### config.mk
export PLATFORM = sky130hd
export DESIGN_NAME = mem_port_arbiter
export DESIGN_NICKNAME = d
export VERILOG_FILES = /design/src/rtl/mem_port_arbiter.sv
export SDC_FILE = /design/constraint.sdc
export NUM_CORES = 1
export LEC_CHECK = 0
export ABC_AREA = 0
export BUFFER_PORTS_ARGS = -buffer_cell sky130_fd_sc_hd__buf_2
export CORE_MARGIN = 10
export CORE_UTILIZATION = 40
export CTS_BUF_LIST = sky130_fd_sc_hd__clkbuf_16
export CTS_CLUSTER_DIAMETER = 150
export DETAILED_ROUTE_END_ITERATION = 7
export MAX_ROUTING_LAYER = met4
export PLACE_DENSITY = 0.75
export SETUP_SLACK_MARGIN = 0.5
export SLEW_MARGIN = 20
export SYNTH_ARGS = -nofsm -noshare
export SYNTH_HDL_FRONTEND = slang
export SYNTH_SLANG_ARGS = --single-unit
### constraint.sdc
create_clock -name clk -period 4.6 [get_ports clk]
set_clock_uncertainty 0.2 [all_clocks]
set_input_delay 0.46 -clock clk [delete_from_list [all_inputs] [get_ports clk]]
set_output_delay 0.46 -clock clk [all_outputs]
set_load 0.005 [all_outputs]
### src/rtl/mem_port_arbiter.sv
// Two-port arbiter in front of a single-port multi-cycle memory; one access in flight at a time.
// Latency: grant in c0, memory busy c1..cL, one-cycle response pulse in c(L+1), idle again c(L+2).
// Backpressure: reqN_ready is combinational and only asserted in IDLE; ARB_ROUND_ROBIN_EN selects RR vs fixed priority.
module mem_port_arbiter #(
  parameter int ADDR_W      = 32,
  parameter int DATA_W      = 32,
  parameter int MEM_LATENCY = 4
) (
  input  logic              clk,
  input  logic              rst_n,
  input  logic              req0_valid,
  input  logic              req0_we,
  input  logic [ADDR_W-1:0] req0_addr,
  input  logic [DATA_W-1:0] req0_wdata,
  output logic              req0_ready,
  output logic              rsp0_valid,
  output logic [DATA_W-1:0] rsp0_rdata,
  input  logic              req1_valid,
  input  logic              req1_we,
  input  logic [ADDR_W-1:0] req1_addr,
  input  logic [DATA_W-1:0] req1_wdata,
  output logic              req1_ready,
  output logic              rsp1_valid,
  output logic [DATA_W-1:0] rsp1_rdata,
  output logic              mem_we,
  output logic [ADDR_W-1:0] mem_addr,
  output logic [DATA_W-1:0] mem_wdata,
  input  logic [DATA_W-1:0] mem_rdata,
  output logic              busy
);

  localparam int            CW  = $clog2(MEM_LATENCY + 1);
  localparam logic [CW-1:0] LAT = CW'(MEM_LATENCY);
  localparam logic [CW-1:0] ONE = CW'(1);

  typedef enum logic [1:0] {ST_IDLE, ST_ACCESS, ST_RESP} state_e;

  state_e              state_q, state_d;
  logic [CW-1:0]       cnt_q, cnt_d;
  logic                own_q, own_d;
  logic                we_q, we_d;
  logic [ADDR_W-1:0]   addr_q, addr_d;
  logic [DATA_W-1:0]   wdata_q, wdata_d;
  logic [DATA_W-1:0]   rdata0_q, rdata0_d;
  logic [DATA_W-1:0]   rdata1_q, rdata1_d;
  logic                gnt0, gnt1;
  logic                hs0, hs1;

`ifdef ARB_ROUND_ROBIN_EN
  logic last_grant_q, last_grant_d;

  // Round robin: on contention the port that did not win last time is chosen.
  always_comb begin
    gnt0 = req0_valid & (~req1_valid | last_grant_q);
    gnt1 = req1_valid & (~req0_valid | ~last_grant_q);
  end

  // Remember the winner of every handshake.
  always_comb begin
    last_grant_d = last_grant_q;
    if (hs0)      last_grant_d = 1'b0;
    else if (hs1) last_grant_d = 1'b1;
  end

  // last_grant resets to 1 so port 0 wins the first contention.
  always_ff @(posedge clk) begin
    if (!rst_n) last_grant_q <= 1'b1;
    else        last_grant_q <= last_grant_d;
  end
`else
  // Fixed priority: port 1 only gets in when port 0 is not asking.
  always_comb begin
    gnt0 = req0_valid;
    gnt1 = req1_valid & ~req0_valid;
  end
`endif

  // Next-state, handshake and per-state outputs of the access sequencer.
  always_comb begin
    state_d    = state_q;
    cnt_d      = cnt_q;
    own_d      = own_q;
    we_d       = we_q;
    addr_d     = addr_q;
    wdata_d    = wdata_q;
    rdata0_d   = rdata0_q;
    rdata1_d   = rdata1_q;
    req0_ready = 1'b0;
    req1_ready = 1'b0;
    rsp0_valid = 1'b0;
    rsp1_valid = 1'b0;
    mem_we     = 1'b0;
    hs0        = 1'b0;
    hs1        = 1'b0;
    case (state_q)
      ST_IDLE: begin
        // Ready is masked during reset so nothing looks accepted that will be discarded.
        req0_ready = rst_n & gnt0;
        req1_ready = rst_n & gnt1;
        hs0        = req0_valid & req0_ready;
        hs1        = req1_valid & req1_ready;
        if (hs0 | hs1) begin
          own_d   = hs1;
          we_d    = hs1 ? req1_we    : req0_we;
          addr_d  = hs1 ? req1_addr  : req0_addr;
          wdata_d = hs1 ? req1_wdata : req0_wdata;
          cnt_d   = LAT;
          state_d = ST_ACCESS;
        end
      end
      ST_ACCESS: begin
        // Write strobe only on the first access cycle, while counter still holds L.
        mem_we = we_q & (cnt_q == LAT);
        cnt_d  = cnt_q - ONE;
        if (cnt_q == ONE) begin
          state_d = ST_RESP;
          if (!we_q) begin
            if (own_q) rdata1_d = mem_rdata;
            else       rdata0_d = mem_rdata;
          end
        end
      end
      ST_RESP: begin
        rsp0_valid = ~own_q;
        rsp1_valid = own_q;
        state_d    = ST_IDLE;
      end
      default: state_d = ST_IDLE;
    endcase
  end

  // State and datapath registers; reset abandons any in-flight access.
  always_ff @(posedge clk) begin
    if (!rst_n) begin
      state_q  <= ST_IDLE;
      cnt_q    <= '0;
      own_q    <= 1'b0;
      we_q     <= 1'b0;
      addr_q   <= '0;
      wdata_q  <= '0;
      rdata0_q <= '0;
      rdata1_q <= '0;
    end else begin
      state_q  <= state_d;
      cnt_q    <= cnt_d;
      own_q    <= own_d;
      we_q     <= we_d;
      addr_q   <= addr_d;
      wdata_q  <= wdata_d;
      rdata0_q <= rdata0_d;
      rdata1_q <= rdata1_d;
    end
  end

  // The latched request drives memory directly, so address/data hold between accesses.
  assign mem_addr   = addr_q;
  assign mem_wdata  = wdata_q;
  assign rsp0_rdata = rdata0_q;
  assign rsp1_rdata = rdata1_q;
  assign busy       = (state_q != ST_IDLE);

endmodule
==> flow_summary.rst <==
.. list-table::
   :header-rows: 1

   * - Metric
     - Value
   * - Mapped Area
     - just under 6000 um^2
   * - Total routed wirelength
     - 19.8 mm
   * - Syn_area_per_cell
     - 9.08 um^2
   * - Cells after Synth
     - 655
   * - Busiest grt layer
     - met2
   * - Utilization after layout
     - 55.0%
   * - Status
     - finished clean
   * - Layout Area Growth over Synthesis
     - 34.5%
   * - Total of cells resized after clock tree synthesis
     - 0
   * - Most numerous cell types in the synthesized netlist
     - sky130_fd_sc_hd__nand2_1 (226), sky130_fd_sc_hd__dfxtp_1 (135), sky130_fd_sc_hd__a21oi_1 (69), sky130_fd_sc_hd__mux2i_1 (64), sky130_fd_sc_hd__a311oi_2 (39)
   * - Final critical-path setup slack
     - around 1900 ps
   * - CTS hold repair buffers
     - 0
   * - Detailed placer's ending HPWL
     - 14.4 mm
   * - Setup Slack @ Placement
     - 2010 ps
   * - Min Tclk post-route
     - 2680 ps
   * - Number of vias per cell after detailed routing
     - 5.14
   * - DR vias
     - 5747
   * - Proportion of layout cells with a drive suffix above 1
     - 41.2%
   * - Post-route fraction of the period consumed by the critical path
     - 58.3%
   * - Class of the most critical hold timing path
     - in2reg
   * - Portion of the post-synthesis area used by sequential elements
     - 45.5%
   * - Slew @ Worst Pin
     - 952 ps
   * - Global-route usage over all layers
     - between 10% and 20%
   * - First-pass GRT wire length
     - 30.6 mm
   * - Clock Sinks
     - around 140
   * - Count of flip-flops with a built-in enable after synthesis
     - 0
   * - Number of failing hold endpoints at the final stage
     - 0
   * - Pre-Repair DR Iteration Count
     - 4
   * - M2 GR Usage
     - 31.0%
   * - Number of DRC markers after the initial detailed-route iteration
     - 231
   * - Number of nets in the synthesized netlist
     - between 800 and 900
   * - # H-tree levels
     - 4
   * - Leftover overflow at the end of global routing
     - 0
   * - Max-slew violation count
     - 0
   * - Width of the chip
     - 142 um
   * - Worst max-slew margin expressed relative to the limit
     - 36.5%
   * - Total CTS buffers
     - 17
   * - Hold path cells
     - 2
   * - Total Neg Setup Slack
     - 0 ps
   * - Number of antenna violations at the first check in global routing
     - 2
   * - Pin count of the biggest net entering global routing
     - 103
   * - Row Count
     - 44
   * - Floorplan core area
     - 14500 um^2
   * - CTS root buffer
     - sky130_fd_sc_hd__clkbuf_16
   * - Number of antenna-violating nets in the routed design
     - 0
   * - Die Y
     - 142 um
   * - Yosys cell types
     - 28
   * - Number of buffers on the longest clock path
     - 2
   * - Routability Congestion
     - 0.781
   * - Logic depth of the worst register-to-register path
     - 6
   * - Number of global-route vias before repair
     - 5944
   * - Max frequency
     - 0.373 GHz
   * - Per-cell routed wire length
     - 17.7 um
   * - Setup bufs post-CTS
     - 0
   * - Area share of the leading cell type in the synthesized netlist
     - 45.5%
   * - Clock-pin slew on the worst setup and hold paths
     - 60 ps
   * - Startpoint of the lowest-slack register-to-register path
     - cnt_q[1]$_SDFFE_PN0P_
   * - Count of final setup violators
     - 0
   * - Post-synth ARST share
     - 0%
   * - Category of the worst setup path capture point
     - output port
   * - Critical hold path startpoint
     - req0_valid
   * - Total number of yosys warnings
     - 0
   * - Capture instance of the worst register-to-register path
     - rsp0_rdata[24]$_SDFFE_PN0P_
   * - Largest cells by area after synthesis
     - sky130_fd_sc_hd__dfxtp_1 (45%), sky130_fd_sc_hd__nand2_1 (14%), sky130_fd_sc_hd__mux2i_1 (11%), sky130_fd_sc_hd__a311oi_2 (9.8%), sky130_fd_sc_hd__a21oi_1 (5.8%)
   * - Max cap viols
     - 0
   * - Worst VDD drop
     - 0.000250 V
   * - Launching element type of the critical path
     - flip-flop
   * - Filler Cell Count
     - around 1400
   * - Worst slack on hold paths
     - roughly 91 ps
   * - Required time at the worst-slack endpoint
     - 3940 ps
   * - TritonCTS clock tree
     - done
   * - Area of the die
     - 20100 um^2
   * - Global routing met1 resource utilization
     - about 22%
   * - Leakage Power
     - about 3.9 nW
   * - Cell with the most instances after synthesis
     - sky130_fd_sc_hd__nand2_1
   * - Worst R2R Setup Slack
     - 2410 ps
   * - Initial Utilization
     - 40.9%
   * - Footprint of the multi-input gates
     - between 2000 and 3000 um^2
   * - CP Max Fanout
     - 72
   * - Footprint of the flip-flops and latches
     - 2700 um^2
   * - Synth area leader
     - sky130_fd_sc_hd__dfxtp_1
   * - Net count of the finished layout
     - 1088
   * - IO Count
     - 300
   * - Register bit total from synthesis
     - 135
   * - Crit path DAT
     - 2020 ps
   * - Destination of the worst hold path
     - own_q$_SDFFE_PN0P_
   * - Global-route track usage on met3
     - about 7.6%
   * - CP Class
     - reg2out
   * - Unrepaired setup endpoints after global routing
     - no
   * - Top flip-flop cell by instance count after synthesis
     - sky130_fd_sc_hd__dfxtp_1
   * - Clock insertion delay at the later pin of the skew report
     - about 420 ps
   * - Power per unit of standard cell area
     - 376 nW/um^2
   * - Remaining DRCs
     - 0
   * - Total of buffers placed on input and output ports
     - between 200 and 300
-- cells by family (layout without fill, tap and decap cells) --
logic type      after synthesis  in the layout  share of synthesized area (%)
compound gates              142            142                           20.5
fa+ha+maj                     3              3                          0.631
buf+inv                      68            345                           6.36
flops                       135            135                           45.5
mux                          64             64                           10.8
other cells                   0              2                              0
simple gates                243            243                           16.3
-- cell type report --
class | instances | area share, %
Clock inverter | 15 | 1.92
Sequential cell | 135 | 33.8
Antenna cell | 2 | 0.0626
Inverter | 5 | 0.235
Timing Repair Buffer | 308 | 19.8
Clock buffer | 17 | 5.32
Multi-Input combinational cell | 452 | 36.0
Tap cell | 184 | 2.88
-- worst max path at each step --
stage | cells after the start | end | slack (ps) | start
finish | 4 | req0_ready | 1920 | state_q[1]$_SDFFE_PN0P_
global route | 4 | req0_ready | 1780 | state_q[1]$_SDFFE_PN0P_
CTS | 4 | req0_ready | 1880 | state_q[1]$_SDFFE_PN0P_
detailed placement | 4 | req0_ready | 2010 | rst_n
global placement | 4 | req0_ready | 2000 | rst_n
floorplan | 4 | req0_ready | 2730 | rst_n
-- registers in the layout, indices dropped and copies added, names as in the netlist --
name / count
rsp0_rdata: 32
mem_wdata: 32
mem_addr: 32
cnt_q: 3
own_q: 1
state_q: 2
we_q: 1
rsp1_rdata: 32
-- metal layers --
metal / wire length, um / share of wire, %
met3: 1750 / 8.8
met1: 8410 / 42
met2: 9420 / 47
met5: 0 / 0
met4: 250 / 1.3
-- critical path: stages, from the launching register on --
cell and delay, ps:
sky130_fd_sc_hd__dfxtp_1 370, sky130_fd_sc_hd__nor2_4 130, sky130_fd_sc_hd__buf_4 620, sky130_fd_sc_hd__and3_1 340
sky130_fd_sc_hd__buf_2 150
-- cells in the final DEF (no fill, tap or decap), drive strengths merged, types with 2 or more instances in the layout --
master    count
ha            3
and3          2
nand3b        2
and3b         2
o21a          4
inv           9
and2          2
a211oi        3
nand2       226
diode         2
clkinvlp      3
clkinv        6
a311oi       65
a21oi        69
nor3b         2
clkbuf       17
nor2          4
buf         308
dfxtp       135
mux2i        64
bufinv        2
-- power breakdown --
| group | internal, W | leakage [nW] | switching (W) | total [W] |
|---|---|---|---|---|
| clock network | 0.000799 | 0.281 | 0.000532 | 0.00133 |
| logic | 0.000182 | 2.49 | 0.000230 | 0.000412 |
| registers | 0.00123 | 1.10 | 0.0000341 | 0.00127 |
-- stage by stage --
stage,total power (W),cell area (um^2),instances
floorplan,0.00153,5950,655
global placement,0.00170,7400,1083
detailed placement,0.00171,7400,1083
CTS,0.00304,7980,1115
global route,0.00313,8000,1118
finish,0.00301,8000,1118
Power figures use the tool's default switching activity.
